### src/rtl/tdc_event_arbiter_if.sv
// TDC event arbiter bus: channel hit side plus acquisition FIFO write side.
// master = TDC/FIFO environment, slave = arbiter.
interface tdc_event_arbiter_if #(
  parameter int NUM_CHANNELS = 8,
  parameter int PAYLOAD_W    = 64
) ();
  localparam int ID_W   = (NUM_CHANNELS > 1) ? $clog2(NUM_CHANNELS) : 1;
  localparam int DATA_W = ID_W + PAYLOAD_W;

  logic [NUM_CHANNELS-1:0]                ev_valid;
  logic [NUM_CHANNELS-1:0][PAYLOAD_W-1:0] ev_payload;
  logic [NUM_CHANNELS-1:0]                ev_clear;
  logic                                   fifo_full;
  logic [DATA_W-1:0]                      o_data;
  logic                                   o_write;

  modport master (
    output ev_valid,
    output ev_payload,
    output fifo_full,
    input  ev_clear,
    input  o_data,
    input  o_write
  );

  modport slave (
    input  ev_valid,
    input  ev_payload,
    input  fifo_full,
    output ev_clear,
    output o_data,
    output o_write
  );
endinterface

### src/rtl/tdc_event_arbiter.sv
// N-channel TDC hit arbiter: one tagged word per cycle into the FIFO,
// round-robin or fixed priority, with saturating per-channel counters.
module tdc_event_arbiter #(
  parameter int NUM_CHANNELS = 8,
  parameter int PAYLOAD_W    = 64,
  parameter int ARB_MODE     = 1,
  parameter int COUNT_W      = 16,
  localparam int ID_W   = (NUM_CHANNELS > 1) ? $clog2(NUM_CHANNELS) : 1,
  localparam int DATA_W = ID_W + PAYLOAD_W
) (
  input  logic                    clk,
  input  logic                    reset,
  tdc_event_arbiter_if.slave      bus,
  output logic [NUM_CHANNELS-1:0] sel_onehot,
  input  logic                    cnt_clear,
  input  logic [ID_W-1:0]         cnt_sel,
  output logic [COUNT_W-1:0]      cnt_data
);

  logic [NUM_CHANNELS-1:0] clr_q, clr_d;
  logic [ID_W-1:0]         ptr_q, ptr_d;
  logic [DATA_W-1:0]       o_data_q, o_data_d;
  logic                    o_write_q, o_write_d;
  logic [COUNT_W-1:0]      cnt_q [NUM_CHANNELS];
  logic [COUNT_W-1:0]      cnt_d [NUM_CHANNELS];
  logic [COUNT_W-1:0]      cnt_data_q, cnt_data_d;

  logic [NUM_CHANNELS-1:0] elig;
  logic                    gnt_vld;
  logic [ID_W-1:0]         gnt_idx;
  logic [ID_W:0]           sum;

  // Channels cleared last cycle still show a stale ev_valid; mask them.
  always_comb begin
    elig    = bus.ev_valid & ~clr_q;
    gnt_vld = 1'b0;
    gnt_idx = '0;
    sum     = '0;
    if (!bus.fifo_full) begin
      for (int k = 0; k < NUM_CHANNELS; k++) begin
        sum = {1'b0, ptr_q} + (ID_W+1)'(k);
        if (sum >= (ID_W+1)'(NUM_CHANNELS))
          sum = sum - (ID_W+1)'(NUM_CHANNELS);
        if (!gnt_vld && elig[sum[ID_W-1:0]]) begin
          gnt_vld = 1'b1;
          gnt_idx = sum[ID_W-1:0];
        end
      end
    end
  end

  always_comb begin
    ptr_d     = ptr_q;
    o_data_d  = o_data_q;
    o_write_d = gnt_vld;
    clr_d     = '0;
    if (gnt_vld) begin
      o_data_d = {gnt_idx, bus.ev_payload[gnt_idx]};
      clr_d    = NUM_CHANNELS'(1) << gnt_idx;
      if (ARB_MODE == 0)
        ptr_d = '0;
      else if (gnt_idx == ID_W'(NUM_CHANNELS - 1))
        ptr_d = '0;
      else
        ptr_d = gnt_idx + 1'b1;
    end
  end

  // cnt_clear wins over the same-cycle increment.
  always_comb begin
    cnt_data_d = '0;
    for (int i = 0; i < NUM_CHANNELS; i++) begin
      cnt_d[i] = cnt_q[i];
      if (cnt_clear)
        cnt_d[i] = '0;
      else if (gnt_vld && gnt_idx == ID_W'(i) && cnt_q[i] != '1)
        cnt_d[i] = cnt_q[i] + 1'b1;
      if (cnt_sel == ID_W'(i))
        cnt_data_d = cnt_q[i];
    end
  end

  always_ff @(posedge clk) begin
    if (reset) begin
      clr_q      <= '0;
      ptr_q      <= '0;
      o_data_q   <= '0;
      o_write_q  <= 1'b0;
      cnt_data_q <= '0;
      for (int i = 0; i < NUM_CHANNELS; i++)
        cnt_q[i] <= '0;
    end else begin
      clr_q      <= clr_d;
      ptr_q      <= ptr_d;
      o_data_q   <= o_data_d;
      o_write_q  <= o_write_d;
      cnt_data_q <= cnt_data_d;
      for (int i = 0; i < NUM_CHANNELS; i++)
        cnt_q[i] <= cnt_d[i];
    end
  end

  // Reset flushes every TDC through a full clear.
  assign bus.ev_clear = reset ? '1 : clr_q;
  assign sel_onehot   = reset ? '0 : clr_q;
  assign bus.o_data   = o_data_q;
  assign bus.o_write  = o_write_q;
  assign cnt_data     = cnt_data_q;

endmodule
### src/flat_wrapper.sv
// flat-port wrapper written by rule: the top's interface ports become plain ports
module tdc_event_arbiter_flat 
#(
  parameter int NUM_CHANNELS = 8,
  parameter int PAYLOAD_W    = 64,
  parameter int ARB_MODE     = 1,
  parameter int COUNT_W      = 16,
  localparam int ID_W   = (NUM_CHANNELS > 1) ? $clog2(NUM_CHANNELS) : 1,
  localparam int DATA_W = ID_W + PAYLOAD_W
)
  (clk, reset, sel_onehot, cnt_clear, cnt_sel, cnt_data, bus_ev_valid, bus_ev_payload, bus_fifo_full, bus_ev_clear, bus_o_data, bus_o_write);
  tdc_event_arbiter_if #(.NUM_CHANNELS(NUM_CHANNELS), .PAYLOAD_W(PAYLOAD_W)) bus_i ();
  input  logic clk;
  input  logic reset;
  output logic [NUM_CHANNELS-1:0] sel_onehot;
  input  logic cnt_clear;
  input  logic [ID_W-1:0] cnt_sel;
  output logic [COUNT_W-1:0] cnt_data;
  input wire logic [$bits(bus_i.ev_valid)-1:0] bus_ev_valid;
  input wire logic [$bits(bus_i.ev_payload)-1:0] bus_ev_payload;
  input wire logic [$bits(bus_i.fifo_full)-1:0] bus_fifo_full;
  output wire logic [$bits(bus_i.ev_clear)-1:0] bus_ev_clear;
  output wire logic [$bits(bus_i.o_data)-1:0] bus_o_data;
  output wire logic [$bits(bus_i.o_write)-1:0] bus_o_write;
  assign bus_i.ev_valid = bus_ev_valid;
  assign bus_i.ev_payload = bus_ev_payload;
  assign bus_i.fifo_full = bus_fifo_full;
  assign bus_ev_clear = bus_i.ev_clear;
  assign bus_o_data = bus_i.o_data;
  assign bus_o_write = bus_i.o_write;
  tdc_event_arbiter #(.NUM_CHANNELS(NUM_CHANNELS), .PAYLOAD_W(PAYLOAD_W), .ARB_MODE(ARB_MODE), .COUNT_W(COUNT_W)) u_core (.clk(clk), .reset(reset), .bus(bus_i), .sel_onehot(sel_onehot), .cnt_clear(cnt_clear), .cnt_sel(cnt_sel), .cnt_data(cnt_data));
endmodule
### config.mk
export PLATFORM = sky130hd
export DESIGN_NAME = tdc_event_arbiter_flat
export DESIGN_NICKNAME = d
export VERILOG_FILES = /design/src/rtl/tdc_event_arbiter_if.sv /design/src/rtl/tdc_event_arbiter.sv /design/src/flat_wrapper.sv
export SDC_FILE = /design/constraint.sdc
export NUM_CORES = 1
export LEC_CHECK = 0
export CAP_MARGIN = 20
export CORE_AREA = 5 5 238 240
export DETAILED_ROUTE_END_ITERATION = 16
export DIE_AREA = 0 0 243 245
export PLACE_DENSITY_LB_ADDON = 0.25
export SYNTH_ARGS = -nofsm -noshare
export SYNTH_HDL_FRONTEND = slang
export SYNTH_SLANG_ARGS = --single-unit
### constraint.sdc
create_clock -name clk -period 12 [get_ports clk]
set_input_delay 2.4 -clock clk [delete_from_list [all_inputs] [get_ports clk]]
set_output_delay 2.4 -clock clk [all_outputs]
set_load 0.02 [all_outputs]
==> impl_metrics.ini <==
[outcome]
status = finished clean

[worst_setup_path]
crit_family = buffers and inverters
worstPathCellList = clkdlybuf4s50_1, nor2b_1, mux4_2, nor2_1, o2111a_1, nand2b_1, a2bb2oi_1, a311o_1, inv_8, buf_4, mux2i_1, o22ai_1, o31a_1
timing.critical_path.to_type = flip-flop
path_depth = 13
arrival_ps = 7420
crit_buf_inv = 3
critical_path_class = input pin to flip-flop
r2r_end = u_core.bus.o_data[56]
r2r-start = u_core.ptr_q[0]
cp_data_required_time_ps = 12460
rr_worst_depth = 13
cp-start-kind = input pin
slowest_stage = buf_4
crit_fanout = 69
max_stage_delay_ps = 960
r2r_setup_slack_ps = 5710

[grt]
busiest_layer = met2
grt_max_degree = 74
grt-ovfl-total = 0
grt_use_met2_pct = 47.3
antenna_found_initial = 35
grtUsageMet3_pct = 4.12
grt_usage_pct = 26.5
grt_pass1_wl_mm = 117
use_met1_pct = 32.3
grt_pass1_vias = 16100

[place]
dp_hpwl_mm = 69.1
io_buffers = 626
gp_congestion = 0.950
placed_cells = 2984

[clocking]
clock_latency_ps = 580
post_cts_buffers = 0
clock-sinks = 223
cts-htree-levels = 1
cts_tree = done
cts.hold.buffers_added = 0
cts-root-buf = clkbuf_16
cts.clk_slew.worst_paths_ps = 60
cts_buffers = 28
post_cts_resized = 0
cts_buffer_depth = 3

[floorplan]
coreArea_um2 = 54400
dieArea_um2 = 59500
num_rows = 86
io_pins = 627
die_h_um = 245
start_util_pct = 27.7
die_w_um = 243

[final_layout]
final_cell_count_no_fill = 3049
layout-drive-gt1-share_pct = 6.08
area_growth_pct = 51.7
final_util_pct = 42.0
final_cell_mix = clkdlybuf4s50_1 (624), mux2i_1 (288), nor2_1 (264)
fillCellCount = 5467
finalNetCount = 2857
final_common_cell = clkdlybuf4s50_1

[power_and_ir_drop]
power_w = 0.00433
leakagePower_nw = 7.83
switchingPower_w = 0.00188
clkPwrFrac_pct = 21.4
swShare_pct = 43.3
internal_power_w = 0.00246
power_density_nw_per_um2 = 190
p_seq_share_pct = 21.0
pwr-share-comb_pct = 57.6
vdd_drop_max_mv = 0.193

[routing]
ant_nets = 0
routed_wl_mm = 85.1
initialDrtViolationCount = 1405
first_pass_iters = 6
drt-vias-per-instance = 5.41
drc_errors = 0
drt-wirelength-per-cell_um = 27.9
vias = 16500

[synth]
synth.area.top_cells = dfxtp_1 (30%), mux2i_1 (19%), nor2_1 (6.6%), o22ai_1 (5.4%), mux4_2 (4.0%)
yosysUniqueCellTypes = 68
synth_simple_gate_area_share_pct = 18.2
synth_top_family_by_area = multiplexers
synth_edf_count = 0
synth_seq_area_share_pct = 29.6
yosysWarningCount = 0
syn_area_um2 = 15100
synth_compound_area_share_pct = 17.3
netlist_instances = 1773
syn_nets = 2318
synth_area_per_cell_um2 = 8.49
yosys.area.top_type = dfxtp_1
ys.flop_type = dfxtp_1
synthXorXnorAreaFrac_pct = 5.35
synthAdderAreaFrac_pct = 1.50
synth_top_area_share_pct = 29.6
muxShareOfSynthArea_pct = 23.5
synthArstFlopShare_pct = 0
ys_seq_elements = 223

[sta]
tns_ps = 0
timing.final.crit_period_ps = 6950
drv_slew = 0
setup_viol = 0
grt_setup_unrepaired = false
finalClockSkew_ps = 17.3
max_slew_margin_pct = 22.4
hold_viol_final = 0
timing.hold.ws_ps = 458
tightest_slew_ps = 1160
max_freq_ghz = 0.144
min_period_over_period_pct = 58.0

[job]
max_cap_violations = 0

[min_path]
hold_end = u_core.bus.o_data[66]
hp-start = u_core.bus.o_data[66]
hold_class = flip-flop to flip-flop
hold_depth = 2
## through the flow
step	area [um^2]	setup WS (ps)
global placement	21800	4660
floorplan	15100	5700
detailed placement	21800	4590
CTS	22800	5120
finish	22800	5050
global route	22800	4990
## synthesized netlist by cell type (all sizes together), types with 2 or more instances
cell,count
buf,52
a221o,16
nand3b,3
o22ai,130
nand3,33
o31a,65
o311ai,3
or2,12
o211ai,6
ha,18
nor3,38
and3,37
mux2,4
inv,23
or4,3
or3,17
nor3b,3
o21a,3
or4b,2
clkbuf,82
nand4,22
a31oi,6
and4,4
a21oi,71
clkinv,2
nor2b,12
a41o,4
a31o,7
nor4,22
xor2,27
o2111ai,2
o21ai,58
and2,5
dfxtp,223
nor2,264
nand2b,13
a211oi,3
nand2,83
xnor2,65
mux2i,288
mux4,27
## cell families (layout without fill, tap and decap cells)
group	Yosys count	after routing
buf+inv	159	720
fa+ha+maj	18	18
flops	223	223
xor+xnor	92	92
compound gates	387	387
mux	319	319
other cells	0	11
simple gates	575	575
## worst register-to-register path, delay by kind of cell (launching register included)
kind,cells,cell delay (ps)
fa+ha+maj,1,510
buf+inv,4,2330
mux,2,1200
compound gates,6,1400
flops,1,750
## power by group through the flow
stage | Sequential [W] | Clock, W | Combinational [W]
after CTS | 0.000909 | 0.000948 | 0.00248
after detailed placement | 0.000925 | 0 | 0.00248
final | 0.000908 | 0.000928 | 0.00250
after global routing | 0.000915 | 0.000974 | 0.00263
after global placement | 0.000924 | 0 | 0.00247
after floorplan | 0.000967 | 0 | 0.00157
## state kept, by name, indices dropped and copies added (netlist names)
signal              cells
u_core.cnt_q          128
u_core.bus.o_data      67
u_core.cnt_data        16
u_core.clr_q            8
u_core.ptr_q            3
u_core.bus.o_write      1
## metal layers
metal / share of wire, % / vias to the layer above
li1: - / 7627
met1: 39 / 7949
met2: 50 / 786
met3: 6.5 / 135
met4: 4.2 / 8
met5: 0.056 / -
## layout make-up
class                           instances  area [um^2]  share of cell area, %
Sequential cell                       223         4460                   19.5
Antenna cell                           11         27.5                  0.121
Clock buffer                           36          781                   3.42
Multi-Input combinational cell       1391         9960                   43.6
Inverter                               25          101                  0.444
Clock inverter                         16          220                  0.964
Tap cell                              704          881                   3.86
Timing Repair Buffer                  643         6400                   28.0
## how the worst max path moves through the flow
stage,slack (ps),startpoint,to
final,5050,bus_ev_valid[7],u_core.bus.o_data[56]
after global routing,4990,bus_ev_valid[7],u_core.bus.o_data[52]
after CTS,5120,reset,bus_ev_clear[7]
after detailed placement,4590,bus_ev_valid[7],u_core.bus.o_data[24]
after global placement,4660,bus_ev_valid[7],u_core.bus.o_data[24]
after floorplan,5700,bus_ev_valid[5],u_core.cnt_q[0][125]
Power figures use the tool's default switching activity.
